`src/rtl/fxp_pkg.sv`:
```
// Shared types and width/bound helpers for the fixed-point MAC pipeline.
package fxp_pkg;

    typedef struct packed {
        logic clr;
        logic last;
        logic rnd;
        logic sat;
    } beat_ctl_t;

    function automatic int calc_total_bits(int int_bits, int frac_bits);
        return int_bits + frac_bits;
    endfunction

    function automatic int calc_acc_w(int total_bits, int guard_bits);
        return 2 * total_bits + guard_bits;
    endfunction

    // Two's-complement bounds as 64-bit patterns; callers size-cast to their width.
    function automatic logic [63:0] sat_max(int total_bits);
        return (64'd1 << (total_bits - 1)) - 64'd1;
    endfunction

    function automatic logic [63:0] sat_min(int total_bits);
        return 64'd1 << (total_bits - 1);
    endfunction

endpackage

```
`src/rtl/fxp_round_sat.sv`:
```
// Accumulator to QINT.FRAC conversion: optional half-up rounding, shift, range
// check, then saturate or wrap.
module fxp_round_sat
    import fxp_pkg::*;
#(
    parameter int ACC_W      = 40,
    parameter int FRAC_BITS  = 8,
    parameter int TOTAL_BITS = 16
) (
    input  logic signed [ACC_W-1:0]      acc_i,
    input  logic                         round_en_i,
    input  logic                         sat_en_i,
    output logic        [TOTAL_BITS-1:0] result_o,
    output logic                         overflow_o
);

    localparam logic [TOTAL_BITS-1:0] SAT_MAX = TOTAL_BITS'(sat_max(TOTAL_BITS));
    localparam logic [TOTAL_BITS-1:0] SAT_MIN = TOTAL_BITS'(sat_min(TOTAL_BITS));
    localparam logic signed [ACC_W:0] HALF    = {{ACC_W{1'b0}}, 1'b1} << (FRAC_BITS - 1);

    logic signed [ACC_W:0]              sum;
    logic signed [ACC_W:0]              shr;
    logic        [ACC_W-TOTAL_BITS+1:0] hi;

    // One extra bit keeps the rounding add from wrapping at the accumulator top.
    always_comb begin
        sum        = {acc_i[ACC_W-1], acc_i} + (round_en_i ? HALF : '0);
        shr        = sum >>> FRAC_BITS;
        hi         = shr[ACC_W:TOTAL_BITS-1];
        overflow_o = !((&hi) || !(|hi));
        if (overflow_o && sat_en_i)
            result_o = shr[ACC_W] ? SAT_MIN : SAT_MAX;
        else
            result_o = shr[TOTAL_BITS-1:0];
    end

endmodule

```
`src/rtl/fxp_mac_pipe.sv`:
```
// Three-stage signed fixed-point multiply-accumulate with a single global stall
// driven by the output handshake.
module fxp_mac_pipe
    import fxp_pkg::*;
#(
    parameter  int INT_BITS   = 8,
    parameter  int FRAC_BITS  = 8,
    parameter  int GUARD_BITS = 8,
    localparam int TOTAL_BITS = calc_total_bits(INT_BITS, FRAC_BITS),
    localparam int ACC_W      = calc_acc_w(TOTAL_BITS, GUARD_BITS)
) (
    input  logic                  clk,
    input  logic                  rst,
    input  logic                  in_valid_i,
    output logic                  in_ready_o,
    input  logic [TOTAL_BITS-1:0] a_i,
    input  logic [TOTAL_BITS-1:0] b_i,
    input  logic                  acc_clr_i,
    input  logic                  acc_last_i,
    input  logic                  round_en_i,
    input  logic                  sat_en_i,
    output logic                  out_valid_o,
    input  logic                  out_ready_i,
    output logic [TOTAL_BITS-1:0] result_o,
    output logic                  overflow_o
);

    localparam int PROD_W = 2 * TOTAL_BITS;

    logic        [1:0]            vld_pipe_q;
    beat_ctl_t                    s1_ctl_q, s2_ctl_q;
    logic signed [TOTAL_BITS-1:0] s1_a_q, s1_b_q;
    logic signed [PROD_W-1:0]     s2_prod_q, prod_d;
    logic signed [ACC_W-1:0]      acc_q, acc_d;
    logic        [TOTAL_BITS-1:0] result_q, conv_result;
    logic                         overflow_q, conv_overflow;
    logic                         out_valid_q;
    logic                         adv;

    // Every stage moves only when the output register is free to take a result.
    assign in_ready_o = !(out_valid_q && !out_ready_i);
    assign adv        = in_ready_o;

    assign prod_d = PROD_W'(s1_a_q) * PROD_W'(s1_b_q);
    assign acc_d  = s2_ctl_q.clr ? ACC_W'(s2_prod_q) : acc_q + ACC_W'(s2_prod_q);

    fxp_round_sat #(
        .ACC_W     (ACC_W),
        .FRAC_BITS (FRAC_BITS),
        .TOTAL_BITS(TOTAL_BITS)
    ) u_round_sat (
        .acc_i     (acc_d),
        .round_en_i(s2_ctl_q.rnd),
        .sat_en_i  (s2_ctl_q.sat),
        .result_o  (conv_result),
        .overflow_o(conv_overflow)
    );

    always_ff @(posedge clk or posedge rst) begin
        if (rst) begin
            vld_pipe_q  <= '0;
            s1_ctl_q    <= '0;
            s2_ctl_q    <= '0;
            s1_a_q      <= '0;
            s1_b_q      <= '0;
            s2_prod_q   <= '0;
            acc_q       <= '0;
            result_q    <= '0;
            overflow_q  <= 1'b0;
            out_valid_q <= 1'b0;
        end else if (adv) begin
            vld_pipe_q <= {vld_pipe_q[0], in_valid_i};
            s1_a_q     <= a_i;
            s1_b_q     <= b_i;
            s1_ctl_q   <= '{clr: acc_clr_i, last: acc_last_i, rnd: round_en_i, sat: sat_en_i};
            s2_prod_q  <= prod_d;
            s2_ctl_q   <= s1_ctl_q;
            if (vld_pipe_q[1])
                acc_q <= acc_d;
            // adv implies the previous result was taken, so valid simply reloads.
            out_valid_q <= vld_pipe_q[1] && s2_ctl_q.last;
            if (vld_pipe_q[1] && s2_ctl_q.last) begin
                result_q   <= conv_result;
                overflow_q <= conv_overflow;
            end
        end
    end

    assign out_valid_o = out_valid_q;
    assign result_o    = result_q;
    assign overflow_o  = overflow_q;

endmodule

```
`config.mk`:
```
export PLATFORM = sky130hd
export DESIGN_NAME = fxp_mac_pipe
export DESIGN_NICKNAME = d
export VERILOG_FILES = /design/src/rtl/fxp_pkg.sv /design/src/rtl/fxp_round_sat.sv /design/src/rtl/fxp_mac_pipe.sv
export SDC_FILE = /design/constraint.sdc
export NUM_CORES = 1
export LEC_CHECK = 0
export ABC_CLOCK_PERIOD_IN_PS = 12190
export BUFFER_PORTS_ARGS = -buffer_cell sky130_fd_sc_hd__buf_4
export CAP_MARGIN = 30
export CORE_ASPECT_RATIO = 0.9
export CORE_MARGIN = 3
export CORE_UTILIZATION = 40
export DETAILED_ROUTE_END_ITERATION = 6
export PLACE_DENSITY_LB_ADDON = 0.1
export SLEW_MARGIN = 20
export SYNTH_ARGS = -nofsm -noshare
export SYNTH_HDL_FRONTEND = slang
export SYNTH_SLANG_ARGS = --single-unit
```
`constraint.sdc`:
```
create_clock -name clk -period 12.19 [get_ports clk]
set_input_delay 1.219 -clock clk [delete_from_list [all_inputs] [get_ports clk]]
set_output_delay 1.219 -clock clk [all_outputs]
set_load 0.01 [all_outputs]
```
# Word level (Yosys, flattened, before mapping)

Cells that the tools add are included.

Add/subtract/negate cells: 2
Multipliers: 1
Multiplexer cells: 4
Bitwise gates (word level): 1
Reductions and logical operators: 12

Operators with widths:

| cell              | count |
|---|---|
| $add 41x41->41    | 1 |
| $add 40x32->40    | 1 |
| $mux 40           | 1 |
| $mul 16x16->32    | 1 |
| $mux 16           | 2 |
| $reduce_and 18->1 | 1 |
| $reduce_or 18->1  | 1 |
| $mux 8            | 1 |
| $logic_not 1->1   | 4 |
| $reduce_and 2->1  | 2 |
| $logic_and 1x1->1 | 3 |
| $logic_or 1x1->1  | 1 |
| $not 1->1         | 1 |

Register bits: 132
Output and inout bits: 19

# Depth between registers and ports, before layout

Depth in word-level cells: 9
Gate-level depth with buffers: 27

# Cells and area by module

From an unflattened synthesis, not the netlist that was laid out.

Cell total of the unflattened synthesis: 2080
Area total of the unflattened synthesis: 18475.2 um2

Modules (own cells, without submodules):

| module        | instances | cells each | area each (um2) |
|---|---|---|---|
| fxp_mac_pipe  | 1         | 1913       | 17264.1 |
| fxp_round_sat | 1         | 167        | 1211.2 |

# Worst setup path before layout

OpenSTA, ideal clock, no wires.

Path kind: register to register
Start point: reg s1_b_q[4]
End point: reg s2_prod_q[27]
Arrival time: 6.236 ns
Required time: 12.055 ns
Setup slack: 5.819 ns
Cell stages (with the launch flop): 24
Path buffers: 1
Period minus slack after synthesis: 6.371 ns
Cells stage by stage: dfrtp_1 clkbuf_1 and2_1 fa_1 fa_1 ha_1 fa_1 inv_1 fa_1 fa_1 inv_1 ha_1 a21oi_1 o21bai_1 a21oi_1 nor2b_1 o21a_1 o41ai_1 o31ai_1 a221o_1 a211o_1 a21oi_1 xor2_1 o21ai_0

Cells in the longest elaborated chain, start to end: 1

Ends and longest elaborated chain:

| element                  | RTL line           | source |
|---|---|---|
| start: declaration       | fxp_mac_pipe.sv:32 | `logic signed [TOTAL_BITS-1:0] s1_a_q, s1_b_q;` |
| start signal: assignment | fxp_mac_pipe.sv:74 | `s1_b_q <= b_i;` |
| $mul 16x16->32           | fxp_mac_pipe.sv:44 | `assign prod_d = PROD_W'(s1_a_q) * PROD_W'(s1_b_q);` |
| end signal: assignment   | fxp_mac_pipe.sv:76 | `s2_prod_q <= prod_d;` |
| end: declaration         | fxp_mac_pipe.sv:33 | `logic signed [PROD_W-1:0] s2_prod_q, prod_d;` |

No other way between the ends.
A chain may end at the register's enable or synchronous reset.

# Final worst setup path

Start point: reg s1_b_q[1]
End point: reg s2_prod_q[29]

Same word-level chain as after synthesis.

==> flow_summary.yaml <==
logic_synthesis:
  netlist_area_mm2: 0.0187
  ys_seq_area_frac: 0.176
  synth_fp_nets: 2582
  synth.avg_cell_area_um2: 8.69
  syn-instance-count: 2157
  yosysWarnings: 0
  yosysUniqueCellTypes: 90
  synthArstFlopShare: 1.00
  synth-seq-cells: 132
  synth_ff_type: "dfrtp_1"
  synth_edf_count: 0
clocking:
  post_cts_buffers: 0
  cts_buffers: 17
  cts_tree: "built"
  ctsResizeCount: 0
  clk-insertion-delay-late_ns: 0.49
  clk_pin_slew_ns: 0.07
  cts_buffer_depth: 2
  clock-sinks: 132
  hold_buffers: 0
  cts_root_buffer: "clkbuf_16"
  h-tree-depth: 4
drt:
  routed_wl_um: 50100
  vias: 14704
  via_per_inst: 5.27
  firstDrtPassIters: 5
  ant_nets: 0
  drc: 0
  drt-initial-drc-count: 774
  routedWlPerCell_um: 18.0
timing:
  clock.fmax_ghz: 0.142
  min_period_ns: 7.06
  rsz0062_at_grt: "no"
  timing.final.crit_share: 0.580
  slew_viol_final: 0
  slew_headroom: 0.355
  hold_viol_final: 0
  setup-tns-final_ns: 0
  clock_skew_ns: 0.0148
  worstMarginPinSlew_ns: 0.958
  setup_violations: 0
floorplanning:
  chipWidth_um: 234
  die_area_mm2: 0.0495
  pin_count: 59
  start_util: 0.409
  die_h_um: 211
  fp-row-count: 74
  core_area_mm2: 0.0458
layout:
  final_cell_mix: "nand2_1, inv_1, fa_1"
  mostFrequentLayoutCell: "nand2_1"
  layout-drive-gt1-share: 0.0725
  fillers: 4606
  antennaDiodeCount: 0
  area_growth_pct: 8.39
  nNetsFinal: 2592
setup_path:
  required_ns: 12.58
  crit_path_max_fanout: 17
  end_kind: "register"
  critPathKind: "register to register"
  critPathLaunchType: "register"
  crit_arrival_ns: 7.46
placement:
  gp_congestion: 0.863
  portBuffers: 58
  dpl.hpwl_um: 39200
global_routing:
  grt_pass1_vias: 15635
  grt_max_degree: 74
  grt_pass1_wl_um: 84100
  grt_usage: 0.219
  antenna_found_initial: 0
  grt_remaining_overflow: 0
run:
  drv_cap: 0
hold_path:
  min_path_type: "register to register"
run_status:
  status: "completed"
[worst max-delay path: stages, from the launching register on]
cell and delay, ns:
dfrtp_1 0.63, and2_1 0.31, fa_1 0.51, fa_1 0.49
ha_1 0.23, fa_1 0.54, inv_1 0.05, fa_1 0.46
fa_1 0.54, inv_1 0.04, ha_1 0.32, a21oi_1 0.22
o21bai_1 0.11, a21oi_1 0.24, nor2b_1 0.10, o21a_1 0.19
o41ai_1 0.44, clkbuf_2 0.24, o31ai_1 0.14, a221o_1 0.40
a21oi_1 0.25, a211oi_1 0.13, o21a_1 0.19, o31ai_1 0.21
[flip-flops by register name (all words and copies together) (netlist names)]
signal and cells:
acc_q 40, out_valid_o 1, overflow_o 1, result_o 16, s1_a_q 16, s1_b_q 16, s1_ctl_q 4, s2_ctl_q 4
s2_prod_q 32, vld_pipe_q 2
[stage by stage]
step                      utilization  cells  setup slack [ns]  cell area, µm²  hold slack (ns)
after global placement          0.431   2754              4.95           19700            0.456
final                           0.443   2788              5.13           20300            0.476
after floorplan                     -   2157              5.82           18700            0.439
after detailed placement        0.431   2754              4.79           19700            0.460
after CTS                       0.443   2786              4.75           20300            0.480
after global routing            0.443   2788              4.60           20300            0.516
[metal layers]
layer / up-vias / global-route usage / share of wire
met5: - / 0 / 0
met4: 0 / 0.0521 / 0.015
met3: 39 / 0.0355 / 0.040
met2: 261 / 0.365 / 0.48
met1: 7388 / 0.300 / 0.47
li1: 7016 / - / -
[layout make-up]
class                   count  area (µm²)  share of cell area
repair buffers             74         551              0.0271
clock buffers              20         467              0.0230
clock inverters            12         110             0.00542
flip-flops and latches    132        3300               0.163
inverters                 345        1300              0.0640
multi-input cells        1597       13800               0.680
well taps                 608         761              0.0374
[logic make-up after synthesis]
logic type                 after synthesis  synth area share
and+or+nand+nor                        757             0.195
buffers and inverters                  428            0.0868
adders and majority gates              385             0.362
AOI/OAI and AO/OA                      366             0.136
DFF                                    132             0.176
xor gates and xnor gates                72            0.0336
muxes                                   17           0.00994
[cells in the mapped netlist, drive strengths merged (13+ instances only)]
library cell	count	share of area
nand2	365	0.073
inv	345	0.069
fa	263	0.28
and2	134	0.045
dfrtp	132	0.18
ha	122	0.081
nor2	88	0.018
a21oi	85	0.023
o21ai	80	0.022
clkbuf	71	0.014
xnor2	49	0.023
a21o	31	0.012
nand3	31	0.0083
nor3	29	0.0085
xor2	23	0.011
a221o	19	0.010
a211oi	18	0.0075
and3	18	0.0060
o211ai	18	0.0080
nand2b	17	0.0057
mux2	13	0.0078
[final timing paths]
check,from,endpoint,slack (ns),depth (start not counted)
max in group asynchronous,rst,s2_ctl_q[3]$_DFFE_PP0N_,9.98,3
setup reg to reg,s1_b_q[1]$_DFFE_PP0N_,s2_prod_q[29]$_DFFE_PP0N_,5.13,23
min in group asynchronous,rst,acc_q[34]$_DFFE_PP0P_,0.86,2
hold / removal,s1_ctl_q[2]$_DFFE_PP0N_,s1_ctl_q[2]$_DFFE_PP0N_,0.48,2
setup / recovery,s1_b_q[1]$_DFFE_PP0N_,s2_prod_q[29]$_DFFE_PP0N_,5.13,23
hold reg to reg,s1_ctl_q[2]$_DFFE_PP0N_,s1_ctl_q[2]$_DFFE_PP0N_,0.48,2
Power is left out: the tool's default activity adds up to more than one toggle a clock period on the data nets, which glitch-free logic cannot reach.
